--- src/rtl/fifo_pkg.sv ---
// Shared constants and sizing helpers for the water-level FIFO family.
package fifo_pkg;

  localparam int MODE_STD  = 0;
  localparam int MODE_FWFT = 1;

  // DEPTH = 1 << ADDR_WIDTH
  function automatic int fifo_depth(input int addr_width);
    return 1 << addr_width;
  endfunction

  // LVL_W = ADDR_WIDTH + 1, wide enough to hold a level of exactly DEPTH
  function automatic int lvl_width(input int addr_width);
    return addr_width + 1;
  endfunction

endpackage

--- src/rtl/fifo_dpram.sv ---
// Simple dual-port distributed RAM: synchronous write, asynchronous read.
module fifo_dpram
  import fifo_pkg::*;
#(
  parameter int DATA_WIDTH = 10,
  parameter int ADDR_WIDTH = 4
) (
  input  logic                  clk,
  input  logic                  we,
  input  logic [ADDR_WIDTH-1:0] waddr,
  input  logic [DATA_WIDTH-1:0] wdata,
  input  logic [ADDR_WIDTH-1:0] raddr,
  output logic [DATA_WIDTH-1:0] rdata
);

  localparam int DEPTH = fifo_depth(ADDR_WIDTH);

  logic [DATA_WIDTH-1:0] mem [DEPTH];

  // NOTE: storage is deliberately left without reset so it maps onto LUT RAM;
  // the level counter alone decides which entries hold valid words.
  always_ff @(posedge clk) begin
    if (we) mem[waddr] <= wdata;
  end

  assign rdata = mem[raddr];

endmodule

--- src/rtl/sync_fifo_wl.sv ---
// Single-clock FIFO with live water level, programmable thresholds,
// selectable registered / first-word-fall-through read and sticky error flags.
module sync_fifo_wl
  import fifo_pkg::*;
#(
  parameter int DATA_WIDTH = 10,
  parameter int ADDR_WIDTH = 4,
  parameter int FWFT       = 0
) (
  input  logic                  clk,
  input  logic                  rst_n,
  input  logic                  clr,
  input  logic                  wr_en,
  input  logic [DATA_WIDTH-1:0] wr_data,
  output logic                  full,
  output logic                  almost_full,
  output logic                  overflow,
  input  logic                  rd_en,
  output logic [DATA_WIDTH-1:0] rd_data,
  output logic                  rd_valid,
  output logic                  empty,
  output logic                  almost_empty,
  output logic                  underflow,
  output logic [ADDR_WIDTH:0]   water_level,
  input  logic [ADDR_WIDTH:0]   af_thresh,
  input  logic [ADDR_WIDTH:0]   ae_thresh
);

  localparam int LVL_W = lvl_width(ADDR_WIDTH);
  localparam logic [LVL_W-1:0] DEPTH_L = LVL_W'(fifo_depth(ADDR_WIDTH));

  logic [ADDR_WIDTH-1:0] wr_ptr, rd_ptr;
  logic [LVL_W-1:0]      level, lvl_nxt;
  logic                  wr_acc, rd_acc;
  logic [DATA_WIDTH-1:0] mem_rd;

  // Accept decisions use the registered flags, never the next-state values.
  assign wr_acc = wr_en & ~full;
  assign rd_acc = rd_en & ~empty;

  // NOTE: every combinational output gets a default first so no latch is inferred.
  always_comb begin
    lvl_nxt = level;
    case ({wr_acc, rd_acc})
      2'b10:   lvl_nxt = level + LVL_W'(1);
      2'b01:   lvl_nxt = level - LVL_W'(1);
      default: lvl_nxt = level;
    endcase
  end

  // NOTE: state uses non-blocking assignments so every register samples pre-edge values.
  always_ff @(posedge clk or negedge rst_n) begin
    if (!rst_n) begin
      wr_ptr       <= '0;
      rd_ptr       <= '0;
      level        <= '0;
      full         <= 1'b0;
      empty        <= 1'b1;
      almost_full  <= 1'b0;
      almost_empty <= 1'b1;
      overflow     <= 1'b0;
      underflow    <= 1'b0;
    end else if (clr) begin
      wr_ptr       <= '0;
      rd_ptr       <= '0;
      level        <= '0;
      full         <= 1'b0;
      empty        <= 1'b1;
      almost_full  <= 1'b0;
      almost_empty <= 1'b1;
      overflow     <= 1'b0;
      underflow    <= 1'b0;
    end else begin
      if (wr_acc) wr_ptr <= wr_ptr + ADDR_WIDTH'(1);
      if (rd_acc) rd_ptr <= rd_ptr + ADDR_WIDTH'(1);
      level        <= lvl_nxt;
      full         <= (lvl_nxt == DEPTH_L);
      empty        <= (lvl_nxt == '0);
      almost_full  <= (lvl_nxt >= af_thresh);
      almost_empty <= (lvl_nxt <= ae_thresh);
      overflow     <= overflow  | (wr_en & full);
      underflow    <= underflow | (rd_en & empty);
    end
  end

  assign water_level = level;

  // A write in a flush cycle is dropped, so the RAM never sees it.
  fifo_dpram #(
    .DATA_WIDTH(DATA_WIDTH),
    .ADDR_WIDTH(ADDR_WIDTH)
  ) u_ram (
    .clk  (clk),
    .we   (wr_acc & ~clr),
    .waddr(wr_ptr),
    .wdata(wr_data),
    .raddr(rd_ptr),
    .rdata(mem_rd)
  );

  generate
    if (FWFT == MODE_FWFT) begin : g_fwft
      assign rd_data  = mem_rd;
      assign rd_valid = ~empty;
    end else begin : g_std
      logic [DATA_WIDTH-1:0] rd_q;
      logic                  rd_v;

      always_ff @(posedge clk or negedge rst_n) begin
        if (!rst_n) begin
          rd_q <= '0;
          rd_v <= 1'b0;
        end else if (clr) begin
          rd_v <= 1'b0;
        end else begin
          rd_v <= rd_acc;
          if (rd_acc) rd_q <= mem_rd;
        end
      end

      assign rd_data  = rd_q;
      assign rd_valid = rd_v;
    end
  endgenerate

endmodule

--- config.mk ---
export PLATFORM = sky130hd
export DESIGN_NAME = sync_fifo_wl
export DESIGN_NICKNAME = d
export VERILOG_FILES = /design/src/rtl/fifo_pkg.sv /design/src/rtl/fifo_dpram.sv /design/src/rtl/sync_fifo_wl.sv
export SDC_FILE = /design/constraint.sdc
export NUM_CORES = 1
export LEC_CHECK = 0
export ABC_AREA = 1
export CORE_ASPECT_RATIO = 2
export CORE_MARGIN = 2
export CORE_UTILIZATION = 51
export CTS_CLUSTER_DIAMETER = 40
export DETAILED_ROUTE_END_ITERATION = 8
export PLACE_DENSITY = 0.7
export SYNTH_ARGS = -nofsm -noshare
export SYNTH_HDL_FRONTEND = slang
export SYNTH_HIERARCHICAL = 1
export SYNTH_SLANG_ARGS = --single-unit
--- constraint.sdc ---
create_clock -name clk -period 4.4 [get_ports clk]
set_clock_uncertainty 0.1 [all_clocks]
set_input_delay 0.88 -clock clk [delete_from_list [all_inputs] [get_ports clk]]
set_output_delay 0.88 -clock clk [all_outputs]
set_load 0.005 [all_outputs]
After elaboration in Yosys (flattened, before gate mapping)

Memory sizes are Yosys's and may differ from the RTL's. A register that Yosys moved wholly into a read port is not among the register bits.
Cells that the tools add are included.

Add/sub/neg operators: 4
Bitwise gates (word level): 10
Equality and inequality tests: 3
Reductions and logical operators: 5
Order comparisons: 2
Multiplexer cells: 15

Operators with widths:

| cell                                                                | number |
|---|---|
| 4-bit two-way mux                                                   | 4 |
| 5-bit case mux with 2 select lines                                  | 1 |
| 1-bit two-way mux                                                   | 9 |
| 4-bit by 1-bit adder with 4-bit output (second input constant)      | 2 |
| 5-bit by 1-bit adder with 5-bit output (second input constant)      | 1 |
| 1-bit bitwise AND                                                   | 5 |
| 5-bit == test (second input constant)                               | 1 |
| 5-bit >= comparator                                                 | 1 |
| 5-bit <= comparator                                                 | 1 |
| 5-bit zero test                                                     | 1 |
| 5-bit two-way mux                                                   | 1 |
| 5-bit by 1-bit subtractor with 5-bit output (second input constant) | 1 |
| 2-bit nonzero test                                                  | 2 |
| 1-bit inverter                                                      | 3 |
| 2-bit by 1-bit == test with 1-bit output (second input constant)    | 1 |
| 2-bit == test (second input constant)                               | 1 |
| 1-bit bitwise OR                                                    | 2 |
| 2-bit AND reduction                                                 | 1 |
| 1-bit zero test                                                     | 1 |

Memories: 1
Input port bits: 25
Output and inout port bits: 22
Bits in writable memories: 160
Register bits after elaboration: 20

Memory list:

| memory    | words | bits a word | read ports | clocked after memory_dff | wr ports | RTL line         | text |
|---|---|---|---|---|---|---|---|
| u_ram.mem | 16    | 10          | 1          | 1                        | 1        | fifo_dpram.sv:18 | `logic [DATA_WIDTH-1:0] mem [DEPTH];` |

Logic depth before layout (Yosys ltp)

Depth in word-level cells: 6
Depth in mapped cells: 20
Mapped depth without buffers: 20

Cells and area by module

Netlist, hierarchy kept.

By module, submodules not included:

| module       | seq. area each (sq um) | cells each | times used | area each (sq um) |
|---|---|---|---|---|
| fifo_dpram   | 4804.6                 | 672        | 1          | 6971.7 |
| sync_fifo_wl | 753.2                  | 207        | 1          | 1773.0 |

Worst setup path after synthesis

Ideal clock, no wire load.

Kind: input port to flip-flop
Start: input rd_en
End: register almost_full
Path buffers: 0
Arrival time: 2715 ps
Library setup time: 136 ps
Path slack: 1449 ps
Stages: 18
Cell sequence: inv_2 nor2_8 nand2_8 nand2_2 nand2_2 ha_1 a21oi_1 inv_1 nand2_2 nand3_1 o21ai_0 ha_1 o211ai_1 nand3b_1 nand2_1 nand2_2 o211ai_2 a21oi_2

Word-level cells in the longest chain between the ends: 5

Ends and longest elaborated chain:

| what                                                                             | RTL line           | text |
|---|---|---|
| from (decl)                                                                      | sync_fifo_wl.sv:18 | `input logic rd_en,` |
| 1-bit bitwise AND *                                                              | sync_fifo_wl.sv:39 | `assign rd_acc = rd_en & ~empty;` |
| 2-bit by 1-bit == test with 1-bit output / 2-bit == test (equally long branches) | sync_fifo_wl.sv:44 | `case ({wr_acc, rd_acc})` |
| 5-bit case mux with 2 select lines *                                             | sync_fifo_wl.sv:44 |  |
| 5-bit >= comparator *                                                            | sync_fifo_wl.sv:79 | `almost_full <= (lvl_nxt >= af_thresh);` |
| 1-bit two-way mux *                                                              | sync_fifo_wl.sv:63 | `end else if (clr) begin` |
| to (signal assigned)                                                             | sync_fifo_wl.sv:79 |  |
| to (decl)                                                                        | sync_fifo_wl.sv:16 | `output logic almost_full,` |

Every way passes the cells marked *; elsewhere a longest branch is shown, timed or not.
A chain may end at the register's enable or synchronous reset.

Worst setup path after layout

Same ends and word-level chain as after synthesis.

==> impl_metrics.csv <==
group,metric,value,unit
layout,finalNetCount,967,
drt,drc,0,
critical_path,crit_start,"rd_en",
yosys,synthAdderAreaFrac,0.01717,
yosys,yosys.area_share.simple,0.2318,
yosys,synth_seq_cells,190,
min_path,hold_depth,2,
critical_path,crit_end,"almost_full",
pwr,internal-power,3.411,mW
yosys,synth_xor_area_frac,0.006153,
drt,firstDrtPassIters,5,
die,die_w,96.59,um
pwr,p_per_area,494.0,nW/um2
layout,layout_commonest_cell,"nand2_1",
drt,drt_iter0_markers,338,
global_route,grt_pass1_vias,5934,
yosys,yosys_warnings,6,
critical_path,required,4610,ps
placement,dp_hpwl,13130,um
flow_run,maxCapViolCount,0,
cts,postCtsSetupRepairBufs,0,
global_route,grt_overflow,0,
die,die_area,18270,um2
critical_path,r2r_slack,1650,ps
pwr,finalPower,4.932,mW
timing,worst_slew_pin_slew,1157,ps
cts,post_cts_resized,0,
pwr,pwr-share-clk,0.304,
timing,max_freq,304.8,MHz
yosys,synth_nets,916,
timing,worst_hold_slack,370.1,ps
pwr,switching_share,0.3084,
cts,cts_hold_buf,0,
yosys,synth_cell_type_count,39,
pwr,combPwrFrac,0.255,
drt,routed_wl,20070,um
placement,place_congestion,0.8324,
drt,wire_per_inst,17.45,um
pwr,vdd_drop_max,0.2939,mV
pwr,power.switching,1.521,mW
die,io-pin-count,47,
pwr,pwr-share-seq,0.440,
timing,period_needed,3281,ps
layout,utilization,0.5954,
critical_path,cp-end-kind,"flip-flop",
layout,layout-drive-gt1-share,0.09014,
pwr,leakagePower,4.377,nW
timing,rsz0062_at_grt,"no",
timing,relSlewSlack,0.2258,
critical_path,critPathKind,"primary input to flip-flop",
global_route,grt_max_degree,84,
cts,numCtsBuffers,17,
cts,clk-insertion-delay-late,430,ps
outcome,status,"complete, no violations",
cts,clock_path_buffers,2,
critical_path,critPathArrivalTime,3490,ps
cts,cts-htree-levels,4,
layout,final_cell_mix,"nand2_1 (263), edfxtp_1 (160), inv_1 (151)",
yosys,synth_top_family_by_area,"simple AND/OR/NAND/NOR gates",
timing,hold_viol,0,
yosys,netlist_instances,879,
global_route,grt_first_pass_wirelength,31310,um
critical_path,worst_setup_path_start_kind,"primary input",
die,row_count,67,
cts,cts_tree,"yes",
die,core-area,16770,um2
drt,antenna_left,0,
die,start_util,0.5216,
global_route,antenna_found_initial,0,
global_route,grt_use_total,0.2356,
critical_path,rr_worst_depth,11,
min_path,hold_class,"flip-flop to flip-flop",
die,die-height,189.2,um
placement,port_buffers,46,
yosys,muxShareOfSynthArea,0,
critical_path,reg2reg_to,"almost_full",
critical_path,worstReg2RegStart,"empty",
critical_path,crit_fanout,8,
yosys,yosysSeqAreaShare,0.6356,
yosys,synth-compound-area-share,0.01617,
timing,final.setup.tns,0,ps
drt,viasPerCell,5.257,
drt,num_vias,6046,
yosys,synth_area,8745,um2
timing,setup_viol,0,
timing,drv_slew,0,
cts,cts.sink_count,190,
layout,areaGrowthSynthToFinish,14.17,%
yosys,postSynthAreaPerCell,9.948,um2
timing,period_share,0.7457,
layout,n_antenna_cell,0,
cts,cts_root_buffer,"clkbuf_16",
cts,path_clk_slew,70,ps
Yosys cell counts, drive strengths merged:
| library cell | instances | area [um2] |
|---|---|---|
| xor2 | 2 | 36.29 |
| nor3 | 2 | 15.01 |
| nor2 | 34 | 143.9 |
| clkbuf | 6 | 23.77 |
| ha | 12 | 150.1 |
| a31oi | 1 | 6.260 |
| a21oi | 8 | 43.79 |
| nand3b | 5 | 37.54 |
| inv | 159 | 601.8 |
| o211ai | 2 | 20.02 |
| xnor2 | 2 | 17.52 |
| buf | 27 | 181.4 |
| dfrtp | 28 | 700.7 |
| clkinv | 2 | 7.510 |
| dfstp | 2 | 52.55 |
| nand4 | 4 | 31.28 |
| nand2 | 275 | 1091 |
| o21ai | 12 | 71.32 |
| nand3 | 136 | 708.2 |
| edfxtp | 160 | 4805 |
logic make-up after synthesis:
logic type / Yosys count
flops: 190
compound gates: 23
simple gates: 456
xor+xnor: 4
buf+inv: 194
fa+ha+maj: 12
routing by layer:
metal,vias to the layer above,global-route usage,part of all wire
met5,-,0,0
met4,0,0.1186,0.044
met3,51,0.04298,0.049
met2,234,0.4201,0.55
met1,2841,0.2595,0.35
li1,2920,-,-
worst max-delay path, cell delays in order:
cell and delay [ps]:
clkdlybuf4s50_1 490, inv_2 60, nor2_8 170, nand2_8 100
nand2_2 70, nand2_2 70, ha_1 180, a21oi_1 150
inv_1 70, nand2_2 80, nand3_1 70, o21ai_0 210
ha_1 340, o211ai_1 100, nand3b_1 140, nand2_1 100
nand2_2 50, o211ai_2 60, a21oi_2 70
power by group through the flow:
stage / registers [mW] / logic [mW] / clock network (mW)
floorplan: 2.19 / 0.830 / 0
global placement: 2.21 / 1.24 / 0
detailed placement: 2.21 / 1.27 / 0
CTS: 2.17 / 1.28 / 1.53
global route: 2.18 / 1.42 / 1.60
finish: 2.17 / 1.26 / 1.50
state kept, by name, summed over array words and instances, names as in the netlist:
register and count:
rd_valid 1, rd_data 10, wr_ptr 4, almost_empty 1, almost_full 1, rd_ptr 4, overflow 1, empty 1
underflow 1, full 1, water_level 5, u_ram/mem 160
how the worst min path moves through the flow:
stage | end | slack, ps | startpoint
detailed placement | rd_data[8] | 360 | rd_data[8]
global route | rd_data[1] | 410 | rd_data[1]
floorplan | rd_data[0] | 370 | rd_data[0]
global placement | rd_data[7] | 360 | rd_data[7]
CTS | rd_data[8] | 380 | rd_data[8]
finish | rd_data[8] | 370 | rd_data[8]
area by class of cell:
| class | count | area [um2] |
|---|---|---|
| repair buffers | 65 | 603.1 |
| well taps | 207 | 259.0 |
| flip-flops and latches | 190 | 5559 |
| inverters | 161 | 609.3 |
| multi-input cells | 495 | 2372 |
| clock buffers | 19 | 442.9 |
| fillers | 1411 | 6783 |
| clock inverters | 13 | 137.6 |
per-stage QoR:
stage / setup WS [ps] / std cells / cell area (um2)
after global placement: 709.9 / 1118 / 9403
after global routing: 937.1 / 1150 / 9983
after floorplan: 1449 / 879 / 8745
after CTS: 1121 / 1150 / 9983
after detailed placement: 666.0 / 1118 / 9403
final: 1119 / 1150 / 9983
(Power assumes the default switching activity.)
==> RTL change: new RTL, same flow settings <==
Make the reset (`rst_n`) synchronous in 2 clocked blocks. Comments in the files are not updated.
--- a/src/rtl/sync_fifo_wl.sv
+++ b/src/rtl/sync_fifo_wl.sv
@@ -49,7 +49,7 @@
   end
 
   // NOTE: state uses non-blocking assignments so every register samples pre-edge values.
-  always_ff @(posedge clk or negedge rst_n) begin
+  always_ff @(posedge clk) begin
     if (!rst_n) begin
       wr_ptr       <= '0;
       rd_ptr       <= '0;
@@ -106,7 +106,7 @@
       logic [DATA_WIDTH-1:0] rd_q;
       logic                  rd_v;
 
-      always_ff @(posedge clk or negedge rst_n) begin
+      always_ff @(posedge clk) begin
         if (!rst_n) begin
           rd_q <= '0;
           rd_v <= 1'b0;
Behaviour: differs if rst_n is asserted again (counterexample within 4 cycles, from zero or initial values and one cycle with rst_n low); with rst_n held inactive, the same outputs for 4 cycles.
==> RTL change against the original RTL <==
Routed wire length decreased by 4.1%. Critical path depth decreased by 2. Cell area decreased by 1.8%. Area after synthesis decreased by 2.0%. Register-to-register slack got worse by 0.33 ns. Via count barely moved. Synthesized cell count grew 0.68%. Global-route usage decreased by 1.1 points. Setup slack worse by 0.40 ns. Sequential cell count unchanged. First-iteration DRC count is 27% higher. Hold slack worse by 0.0050 ns. Cell count is 0.43% higher.
Power is not compared: it rests on default switching activity, and its combinational part moved more than twofold at a synthesized area within 25%.
==> RTL change: results (changes against the original RTL) <==
Pwr
  • Peak supply drop: 0.000301 V
  • Leakage Power: between 4 and 5 nW

Finish
  • Largest register FFs: 160 (unchanged)
  • Diodes inserted: 0 (unchanged)
  • Fill cells: 1373 (-2.7%)
  • Share of cells above drive strength 1: 7.70% (-1.3 points)
  • Most flops, register: u_ram/mem
  • Nets: 974 (+0.72%)

Placed design
  • Post-DP HPWL: 12.2 mm (-7.4%)
  • IO buf count: 46 (unchanged)
  • DP Area: 9230 sq um (-1.8%)
  • GPL Wtd Cong: 0.829 (-0.36%)

Hold path
  • Worst hold path type: reg -> reg

Logic synthesis
  • Sequential cell area fraction in the yosys report: 63.1% (-0.45 points)
  • Netlist cell types: 36 (-7.7%)
  • FF+latch count, synth: 190 (unchanged)
  • Asr flop ratio synth: 0% (-16 points)
  • Synth Warn #: 6 (unchanged)
  • Ranking of synthesized cells by area: edfxtp_1, nand2_1, nand3_1
  • Synth cell count leaders: nand2_1, edfxtp_1, inv_1, nand3_1, nor2_1
  • Number of synthesized flops with an enable pin: 160 (unchanged)
  • Post-synth net total: 923 (+0.76%)
  • Most used DFF post-synth: edfxtp_1

Routing
  • Pre-antenna DRT Iters: 5 (unchanged)
  • Final wirelength: 19.3 mm (-4.1%)
  • Total vias in the final route: 6043 (-0.050%)
  • DR iter-0 viols: 429 (+27%)

CTS
  • CTS Buffer Depth: 2 (unchanged)
  • H-tree levels: 4 (unchanged)
  • TritonCTS Buffers: 17 (unchanged)
  • Clock transition at path regs: 0.07 ns (about the same)
  • Worst-Skew Late Latency: 0.42 ns
  • # resized after CTS: 0 (unchanged)
  • Clock Root Buffer: clkbuf_16
  • Post-CTS Setup Bufs: 0 (unchanged)

Global route
  • Antenna violations before repair: 0 (unchanged)
  • GR Util All Layers: 22.4% (-1.1 points)
  • Pin count of the biggest net entering global routing: 81 (-3.6%)
  • Global-route wire length before repair: 30.2 mm (-3.6%)

Setup path
  • Critical Path AT: 3.87 ns (+0.38 ns)
  • Critical Path Fanout Max: 5 (-3)

STA
  • Slew @ Worst Pin: 0.896 ns (-0.261 ns)

Status
  • Status: finished, final reports clean
[RTL change: stage by stage]
stage,cells,worst slack [ns]
global placement,1124,0.391
finish,1155,0.723
detailed placement,1124,0.323
CTS,1155,0.761
floorplan,885,0.730
global route,1155,0.451
[RTL change: logic make-up after synthesis]
group                      share of synthesized area, %
AOI/OAI and AO/OA                                  2.06
buffers and inverters                              9.83
adders and majority gates                          1.90
xor gates and xnor gates                          0.687
DFF                                                63.1
and+or+nand+nor                                    22.4
[RTL change: routing by layer]
metal / GRT usage (%) / vias to the layer above / share of wire [%] / wire, um
met1: 27.1 / 2854 / 40 / 7680
met3: 3.42 / 34 / 5.2 / 992
met2: 38.6 / 202 / 52 / 10000
li1: - / 2953 / - / -
met5: 0 / - / 0 / 0
met4: 10.1 / 0 / 3.0 / 573
[RTL change: report_power, final]
group	switching [W]	internal (W)	total [W]	leakage (nW)
Combinational	0.000132	0.0000757	0.000208	2.18
Sequential	0.00000926	0.00196	0.00197	1.68
Clock	0.000686	0.000804	0.00149	0.280
[RTL change: critical path: stages]
cell and delay, ns:
clkdlybuf4s50_1 0.49, inv_1 0.04, nor2_1 0.13, inv_1 0.11, ha_1 0.22, nor2_1 0.19
nor2_4 0.07, ha_1 0.27, inv_1 0.03, o21ai_0 0.31, ha_1 0.31, a21boi_0 0.13
o21ai_0 0.21, nand3_1 0.10, a31o_2 0.26, nand2_1 0.05, a21oi_1 0.05
[RTL change: path summary, 6_finish.rpt]
check,startpoint,end,slack (ns),cells after the start
setup / recovery,wr_en,almost_full,0.72,17
hold / removal,rd_data[1],rd_data[1],0.37,2
setup reg to reg,full,almost_full,1.32,17
hold reg to reg,rd_data[1],rd_data[1],0.37,2
[RTL change: area by class of cell]
cell class                 count  area, sq um  share of cell area (%)
clock buffer                  18          429                    4.38
sequential                   190         5410                    55.1
multi-input combinational    496         2320                    23.6
timing repair buffer          69          633                    6.45
tap                          207          259                    2.64
clock inverter                13          149                    1.52
inverter                     162          613                    6.25
